<file path="src/rtl/rs_ls_queue_pkg.sv">
// rs_ls_queue_pkg: shared widths, UNLOCKED tag constant and lowest-index broadcast priority helper.
package rs_ls_queue_pkg;
  localparam int TAG_BITS = 4;
  localparam int DATA_BITS = 32;
  localparam int OP_BITS = 6;
  localparam int RADDR_BITS = 5;
  localparam int UNLOCKED = 0;
  localparam int MAX_BCAST = 16;
  localparam int BC_IDX_W = $clog2(MAX_BCAST);
  typedef logic [TAG_BITS-1:0] tag_t;
  typedef logic [DATA_BITS-1:0] word_t;
  typedef logic [OP_BITS-1:0] op_t;
  typedef logic [RADDR_BITS-1:0] raddr_t;
  function automatic logic [BC_IDX_W-1:0] first_hit(input logic [MAX_BCAST-1:0] hits);
    first_hit = '0;
    for (int i = MAX_BCAST - 1; i >= 0; i--)
      if (hits[i]) first_hit = BC_IDX_W'(i);
  endfunction
endpackage

</file>
<file path="src/rtl/rs_ls_entry_cap.sv">
// rs_ls_entry_cap: one operand's tag/data capture against all broadcast channels, lowest channel wins.
module rs_ls_entry_cap
  import rs_ls_queue_pkg::*;
#(
  parameter int NUM_BCAST = 3,
  parameter int TAG_W = TAG_BITS,
  parameter int DATA_W = DATA_BITS
) (
  input  logic                        i_en,
  input  logic [TAG_W-1:0]            i_tag,
  input  logic [DATA_W-1:0]           i_data,
  input  logic [NUM_BCAST-1:0]        i_bc_valid,
  input  logic [NUM_BCAST*TAG_W-1:0]  i_bc_tag,
  input  logic [NUM_BCAST*DATA_W-1:0] i_bc_data,
  output logic [TAG_W-1:0]            o_tag,
  output logic [DATA_W-1:0]           o_data
);
  logic [MAX_BCAST-1:0] w_hits;
  logic [BC_IDX_W-1:0] w_sel;
  logic w_hit;
  always_comb begin
    w_hits = '0;
    for (int c = 0; c < NUM_BCAST; c++)
      w_hits[c] = i_en && i_bc_valid[c] && i_tag != TAG_W'(UNLOCKED) && i_bc_tag[c*TAG_W +: TAG_W] == i_tag;
  end
  assign w_sel = first_hit(w_hits);
  assign w_hit = |w_hits;
  assign o_tag = w_hit ? TAG_W'(UNLOCKED) : i_tag;
  assign o_data = w_hit ? i_bc_data[int'(w_sel)*DATA_W +: DATA_W] : i_data;
endmodule

</file>
<file path="src/rtl/rs_ls_queue.sv">
// rs_ls_queue: in-order load/store reservation station with broadcast operand capture.
// Define RS_LS_QUEUE_BYPASS_EN to let the head issue in the same cycle its last operand is broadcast.
module rs_ls_queue
  import rs_ls_queue_pkg::*;
#(
  parameter int DEPTH = 4,
  parameter int NUM_BCAST = 3,
  parameter int TAG_W = TAG_BITS,
  parameter int DATA_W = DATA_BITS,
  parameter int OP_W = OP_BITS,
  parameter int RADDR_W = RADDR_BITS
) (
  input  logic                        clk,
  input  logic                        rst,
  input  logic                        rdy,
  input  logic                        flush,
  input  logic                        alloc_en,
  input  logic [OP_W-1:0]             alloc_op,
  input  logic [TAG_W-1:0]            alloc_tagx,
  input  logic [TAG_W-1:0]            alloc_tagy,
  input  logic [TAG_W-1:0]            alloc_tagw,
  input  logic [DATA_W-1:0]           alloc_datax,
  input  logic [DATA_W-1:0]           alloc_datay,
  input  logic [RADDR_W-1:0]          alloc_target,
  output logic                        full,
  output logic [$clog2(DEPTH):0]      count,
  input  logic [NUM_BCAST-1:0]        bc_valid,
  input  logic [NUM_BCAST*TAG_W-1:0]  bc_tag,
  input  logic [NUM_BCAST*DATA_W-1:0] bc_data,
  output logic                        iss_valid,
  input  logic                        iss_ready,
  output logic [OP_W-1:0]             iss_op,
  output logic [DATA_W-1:0]           iss_datax,
  output logic [DATA_W-1:0]           iss_datay,
  output logic [TAG_W-1:0]            iss_tagw,
  output logic [RADDR_W-1:0]          iss_target
);
  localparam int PW = $clog2(DEPTH);
  localparam int CW = PW + 1;
  logic [DEPTH-1:0] r_valid;
  logic [OP_W-1:0] r_op [DEPTH];
  logic [TAG_W-1:0] r_tagx [DEPTH];
  logic [TAG_W-1:0] r_tagy [DEPTH];
  logic [TAG_W-1:0] r_tagw [DEPTH];
  logic [DATA_W-1:0] r_datax [DEPTH];
  logic [DATA_W-1:0] r_datay [DEPTH];
  logic [RADDR_W-1:0] r_target [DEPTH];
  logic [PW-1:0] r_head, r_tail;
  logic [CW-1:0] r_count;
  logic r_full;
  logic [TAG_W-1:0] w_tagx [DEPTH];
  logic [TAG_W-1:0] w_tagy [DEPTH];
  logic [DATA_W-1:0] w_datax [DEPTH];
  logic [DATA_W-1:0] w_datay [DEPTH];
  logic [TAG_W-1:0] w_atagx, w_atagy;
  logic [DATA_W-1:0] w_adatax, w_adatay;
  logic w_push, w_pop;
  logic [CW-1:0] w_count_nxt;
  for (genvar e = 0; e < DEPTH; e++) begin : g_ent
    rs_ls_entry_cap #(.NUM_BCAST(NUM_BCAST), .TAG_W(TAG_W), .DATA_W(DATA_W)) u_x (
      .i_en(r_valid[e]), .i_tag(r_tagx[e]), .i_data(r_datax[e]),
      .i_bc_valid(bc_valid), .i_bc_tag(bc_tag), .i_bc_data(bc_data),
      .o_tag(w_tagx[e]), .o_data(w_datax[e]));
    rs_ls_entry_cap #(.NUM_BCAST(NUM_BCAST), .TAG_W(TAG_W), .DATA_W(DATA_W)) u_y (
      .i_en(r_valid[e]), .i_tag(r_tagy[e]), .i_data(r_datay[e]),
      .i_bc_valid(bc_valid), .i_bc_tag(bc_tag), .i_bc_data(bc_data),
      .o_tag(w_tagy[e]), .o_data(w_datay[e]));
  end
  // Incoming operands snoop the same-cycle broadcasts so a result is never missed at allocation.
  rs_ls_entry_cap #(.NUM_BCAST(NUM_BCAST), .TAG_W(TAG_W), .DATA_W(DATA_W)) u_ax (
    .i_en(1'b1), .i_tag(alloc_tagx), .i_data(alloc_datax),
    .i_bc_valid(bc_valid), .i_bc_tag(bc_tag), .i_bc_data(bc_data),
    .o_tag(w_atagx), .o_data(w_adatax));
  rs_ls_entry_cap #(.NUM_BCAST(NUM_BCAST), .TAG_W(TAG_W), .DATA_W(DATA_W)) u_ay (
    .i_en(1'b1), .i_tag(alloc_tagy), .i_data(alloc_datay),
    .i_bc_valid(bc_valid), .i_bc_tag(bc_tag), .i_bc_data(bc_data),
    .o_tag(w_atagy), .o_data(w_adatay));
`ifdef RS_LS_QUEUE_BYPASS_EN
  assign iss_valid = rdy && r_valid[r_head] && w_tagx[r_head] == TAG_W'(UNLOCKED) && w_tagy[r_head] == TAG_W'(UNLOCKED);
  assign iss_datax = w_datax[r_head];
  assign iss_datay = w_datay[r_head];
`else
  assign iss_valid = rdy && r_valid[r_head] && r_tagx[r_head] == TAG_W'(UNLOCKED) && r_tagy[r_head] == TAG_W'(UNLOCKED);
  assign iss_datax = r_datax[r_head];
  assign iss_datay = r_datay[r_head];
`endif
  assign iss_op = r_op[r_head];
  assign iss_tagw = r_tagw[r_head];
  assign iss_target = r_target[r_head];
  assign full = r_full;
  assign count = r_count;
  assign w_pop = iss_valid && iss_ready && !flush;
  assign w_push = rdy && alloc_en && !r_full && !flush;
  assign w_count_nxt = r_count + CW'(w_push) - CW'(w_pop);
  always_ff @(posedge clk or negedge rst) begin
    if (!rst) begin
      r_valid <= '0;
      r_head <= '0;
      r_tail <= '0;
      r_count <= '0;
      r_full <= 1'b0;
      for (int e = 0; e < DEPTH; e++) begin
        r_op[e] <= '0;
        r_tagx[e] <= TAG_W'(UNLOCKED);
        r_tagy[e] <= TAG_W'(UNLOCKED);
        r_tagw[e] <= TAG_W'(UNLOCKED);
        r_datax[e] <= '0;
        r_datay[e] <= '0;
        r_target[e] <= '0;
      end
    end else if (rdy) begin
      if (flush) begin
        r_valid <= '0;
        r_head <= '0;
        r_tail <= '0;
        r_count <= '0;
        r_full <= 1'b0;
      end else begin
        for (int e = 0; e < DEPTH; e++) begin
          r_tagx[e] <= w_tagx[e];
          r_tagy[e] <= w_tagy[e];
          r_datax[e] <= w_datax[e];
          r_datay[e] <= w_datay[e];
        end
        if (w_pop) begin
          r_valid[r_head] <= 1'b0;
          r_head <= r_head + PW'(1);
        end
        if (w_push) begin
          r_valid[r_tail] <= 1'b1;
          r_op[r_tail] <= alloc_op;
          r_tagx[r_tail] <= w_atagx;
          r_tagy[r_tail] <= w_atagy;
          r_tagw[r_tail] <= alloc_tagw;
          r_datax[r_tail] <= w_adatax;
          r_datay[r_tail] <= w_adatay;
          r_target[r_tail] <= alloc_target;
          r_tail <= r_tail + PW'(1);
        end
        r_count <= w_count_nxt;
        r_full <= w_count_nxt == CW'(DEPTH);
      end
    end
  end
endmodule

</file>
<file path="config.mk">
export PLATFORM = sky130hd
export DESIGN_NAME = rs_ls_queue
export DESIGN_NICKNAME = d
export VERILOG_FILES = /design/src/rtl/rs_ls_queue_pkg.sv /design/src/rtl/rs_ls_entry_cap.sv /design/src/rtl/rs_ls_queue.sv
export SDC_FILE = /design/constraint.sdc
export NUM_CORES = 2
export LEC_CHECK = 0
export BUFFER_PORTS_ARGS = -buffer_cell sky130_fd_sc_hd__buf_2
export CAP_MARGIN = 20
export CELL_PAD_IN_SITES_DETAIL_PLACEMENT = 0
export CELL_PAD_IN_SITES_GLOBAL_PLACEMENT = 1
export CORE_UTILIZATION = 25
export DETAILED_ROUTE_END_ITERATION = 6
export GPL_TIMING_DRIVEN = 1
export MAX_ROUTING_LAYER = met4
export PLACE_DENSITY = 0.54
export RECOVER_POWER = 50
export SETUP_SLACK_MARGIN = 0.05
export SLEW_MARGIN = 20
export SYNTH_ARGS = -nofsm -noshare
export SYNTH_HDL_FRONTEND = slang
export SYNTH_HIERARCHICAL = 1
export SYNTH_SLANG_ARGS = --single-unit
export TNS_END_PERCENT = 100
</file>
<file path="constraint.sdc">
create_clock -name clk -period 5.1 [get_ports clk]
set_input_delay 1.275 -clock clk [delete_from_list [all_inputs] [get_ports clk]]
set_output_delay 1.275 -clock clk [all_outputs]
set_load 0.03 [all_outputs]
</file>
==> flow_summary.rst <==
.. list-table::
   :header-rows: 1

   * - Metric
     - Value
   * - Max Cap Viol
     - 1
   * - Final setup violation count
     - 0
   * - HP Class
     - reg -> reg
   * - HPWL after DPL
     - 107000 µm
   * - Final core utilization
     - 0.287
   * - Worst max-slew margin expressed relative to the limit
     - -1.36
   * - Family of cells with the greatest summed delay on the critical path
     - simple AND/OR/NAND/NOR gates
   * - Worst Tran Pin Value
     - 3530 ps
   * - Maximum resistive drop on vdd
     - 0.235 mV
   * - Post-Route Skew
     - 42.7 ps
   * - TritonCTS Buffers
     - 49
   * - Min Clock Period, post-route
     - 4300 ps
   * - Cell at the slowest stage of the critical path
     - sky130_fd_sc_hd__or4_1
   * - Post-layout nets
     - 3715
   * - Leakage power summed over all cells
     - 15.3 nW
   * - Number of unique standard cell types used by synthesis
     - 54
   * - Total of flip-flops plus latches after synthesis
     - 360
   * - Synthesized area divided by synthesized cell count
     - 9.74 µm²
   * - Seq/Total Area, Yosys
     - 0.272
   * - Routability Congestion
     - 0.851
   * - Number of top-level design ports
     - 288
   * - Area of all placed cells without fillers
     - 37800 µm²
   * - Area post-placement
     - 36100 µm²
   * - Hold_ws
     - 499 ps
   * - Effective utilization at floorplan
     - 0.252
   * - Synth warnings
     - 6
   * - Commonest cells after routing, fill and taps aside
     - 358 x sky130_fd_sc_hd__dfrtp_1, 324 x sky130_fd_sc_hd__nor2_1, 320 x sky130_fd_sc_hd__o2bb2ai_1
   * - Number of clock sinks
     - 360
   * - Vias in the first global route
     - 30.3k
   * - Worst Setup Path Type
     - reg -> out
   * - Post-synthesis to final-layout area growth
     - 14.1%
   * - Critical path buffers and inverters
     - 1
   * - Overall overflow remaining after global route
     - 0
   * - Reg-to-reg setup timing slack
     - 1310 ps
   * - Startpoint Class
     - flip-flop
   * - Remaining DRCs
     - 0
   * - Final period util
     - 0.843
   * - Count of input and output buffers
     - 287
   * - Fraction of synthesized cell area taken by the top area cell type
     - 0.272
   * - First-pass GRT wire length
     - 247000 µm
   * - Detailed-route wire length per cell
     - 33.3 µm
   * - Detailed-route wire length
     - 176000 µm
   * - Row count
     - 133
   * - RSZ-0062 raised after global routing
     - false
   * - Cell type contributing the most total cell area after synthesis
     - sky130_fd_sc_hd__dfrtp_1
   * - Most area-consuming cells after synthesis
     - sky130_fd_sc_hd__dfrtp_1 27%, sky130_fd_sc_hd__a221oi_2 13%, sky130_fd_sc_hd__mux2i_1 8.7%
   * - Total via count in the routed design
     - 30.8k
   * - Sequence of cells on the critical path
     - or4_1 -> or4_1 -> o41ai_4 -> o21a_1 -> buf_2
   * - Routed via count divided by cell count
     - 5.82
   * - Width of the die
     - 366 µm
   * - Total global-route track usage
     - 0.263
   * - Clock slew seen by the registers of the worst setup and hold paths
     - 60 ps
   * - Cell mode on critical path
     - sky130_fd_sc_hd__or4_1
   * - Maximum net fanout on the critical path
     - 8
   * - Number of buffers on the longest clock path
     - 3
   * - Number of buffers inserted by hold repair at cts
     - 0
   * - Initial drt markers
     - 3150
   * - Number of enable-type register cells in the synthesized netlist
     - 0
   * - Violations in the final reports
     - max-capacitance violations, max-slew violations
   * - Data arrival at the endpoint of the critical path
     - 3020 ps
   * - Commonest non-fill, non-tap cell in the layout
     - sky130_fd_sc_hd__dfrtp_1
   * - Core Footprint
     - 131000 µm²
   * - Skew-Pair Late Insertion Delay
     - 660 ps
   * - Maximum single-stage delay on the critical path
     - 560 ps
   * - Share of flip-flops with an asynchronous set or reset after synthesis
     - 1.00
   * - Cell area after technology mapping
     - 33100 µm²
   * - Number of antenna violations at the first check in global routing
     - 22
   * - Max-slew violation count
     - 53
   * - Clock tree from TritonCTS
     - yes
   * - CP endpoint kind
     - output port
   * - Largest net degree at the start of global routing
     - 218
   * - Fraction of final layout cells with drive strength greater than 1
     - 0.280
   * - CTS resizes
     - 0
   * - Total count of hold-check failures in the final report
     - 0
   * - Postcts setup bufs
     - 0
   * - Die area
     - 134000 µm²
   * - Residual antenna-violating net count after detailed routing
     - 0
   * - Total Neg Setup Slack
     - 0 ps
   * - Highest clock rate
     - 233 MHz
   * - H-Tree Level Count
     - 2
   * - Post-synth top flop
     - sky130_fd_sc_hd__dfrtp_1
   * - Outcome
     - finished with violations
   * - Die height
     - 366 µm
   * - Router iterations before antenna repair
     - 5
   * - CP required
     - 3830 ps
   * - # fillers
     - 13.9k
   * - Clock root buffer master
     - sky130_fd_sc_hd__clkbuf_16
   * - Cell Pwr Density
     - 341 nW/µm²
   * - Number of cells produced by synthesis
     - 3399
cell type report:
type | count | area (µm²) | share of cell area
inverter | 51 | 191 | 0.00507
clock buffer | 67 | 1350 | 0.0359
tap | 1755 | 2200 | 0.0582
clock inverter | 15 | 268 | 0.00709
multi-input combinational | 2638 | 22200 | 0.588
timing repair buffer | 400 | 2510 | 0.0664
antenna | 15 | 37.5 | 0.000994
sequential | 360 | 9020 | 0.239
Yosys cell counts (12+ instances only):
master / instances
sky130_fd_sc_hd__buf_2: 131
sky130_fd_sc_hd__dfrtp_1: 360
sky130_fd_sc_hd__o41ai_4: 12
sky130_fd_sc_hd__and2_1: 34
sky130_fd_sc_hd__clkbuf_1: 140
sky130_fd_sc_hd__nor3_1: 12
sky130_fd_sc_hd__buf_6: 30
sky130_fd_sc_hd__o21ai_1: 68
sky130_fd_sc_hd__nand2_1: 309
sky130_fd_sc_hd__nand3_1: 22
sky130_fd_sc_hd__nor4_1: 13
sky130_fd_sc_hd__a221oi_1: 20
sky130_fd_sc_hd__inv_1: 51
sky130_fd_sc_hd__xor2_1: 20
sky130_fd_sc_hd__mux4_2: 79
sky130_fd_sc_hd__nand2b_1: 22
sky130_fd_sc_hd__buf_4: 32
sky130_fd_sc_hd__o2bb2ai_1: 320
sky130_fd_sc_hd__o21ai_0: 227
sky130_fd_sc_hd__mux2_2: 61
sky130_fd_sc_hd__a221oi_2: 290
sky130_fd_sc_hd__o21a_1: 311
sky130_fd_sc_hd__nor2_1: 323
sky130_fd_sc_hd__mux2i_1: 289
sky130_fd_sc_hd__xnor2_1: 72
path summary, 6_finish.rpt:
| kind | from | depth (start not counted) | end |
|---|---|---|---|
| worst max-delay path | r_tagx[0] | 5 | iss_valid |
| worst min-delay path | r_target[8] | 1 | r_target[8] |
| worst max register to register | r_tagx[0] | 13 | full |
| worst min register to register | r_target[8] | 1 | r_target[8] |
| max in group asynchronous | rst | 1 | r_datay[52] |
| min in group asynchronous | rst | 1 | r_datay[7] |
per-layer routing:
metal | vias to the layer above | track usage | wire (µm)
met5 | - | - | 0
met2 | 1534 | 0.397 | 78800
met3 | 357 | 0.0536 | 14300
li1 | 13200 | - | -
met4 | 0 | 0.0972 | 6620
met1 | 15700 | 0.345 | 76700
power breakdown:
| group | switching [W] | internal [W] |
|---|---|---|
| Clock | 0.00153 | 0.00215 |
| Combinational | 0.00279 | 0.00196 |
| Sequential | 0.000780 | 0.00367 |
| Total | 0.00510 | 0.00778 |
logic make-up (layout without fill, tap and decap cells):
family / count (synthesis) / count (layout) / share of synthesized area
buffers and inverters: 402 / 533 / 0.0621
AOI/OAI and AO/OA: 1291 / 1291 / 0.358
other: 1 / 17 / 0.000113
muxes: 429 / 429 / 0.162
xor gates and xnor gates: 92 / 92 / 0.0243
DFF: 360 / 360 / 0.272
and+or+nand+nor: 813 / 813 / 0.117
adders and majority gates: 11 / 11 / 0.00439
registers in the layout, indices dropped and copies added, names as in the netlist:
register / cells
r_valid: 4
r_tagy: 16
r_datax: 128
r_tagx: 16
r_target: 20
r_tail: 2
r_head: 2
count: 3
r_tagw: 16
full: 1
r_datay: 128
r_op: 24
per-stage QoR:
step           power [W]  worst slack [ps]  std cells
2_1_floorplan    0.00744              1660       3400
5_1_grt           0.0135               562       5298
3_3_place_gp     0.00915               862       5204
3_5_place_dp     0.00920               846       5204
4_1_cts           0.0129               794       5286
6_report          0.0129               802       5301
Power figures use the tool's default switching activity.
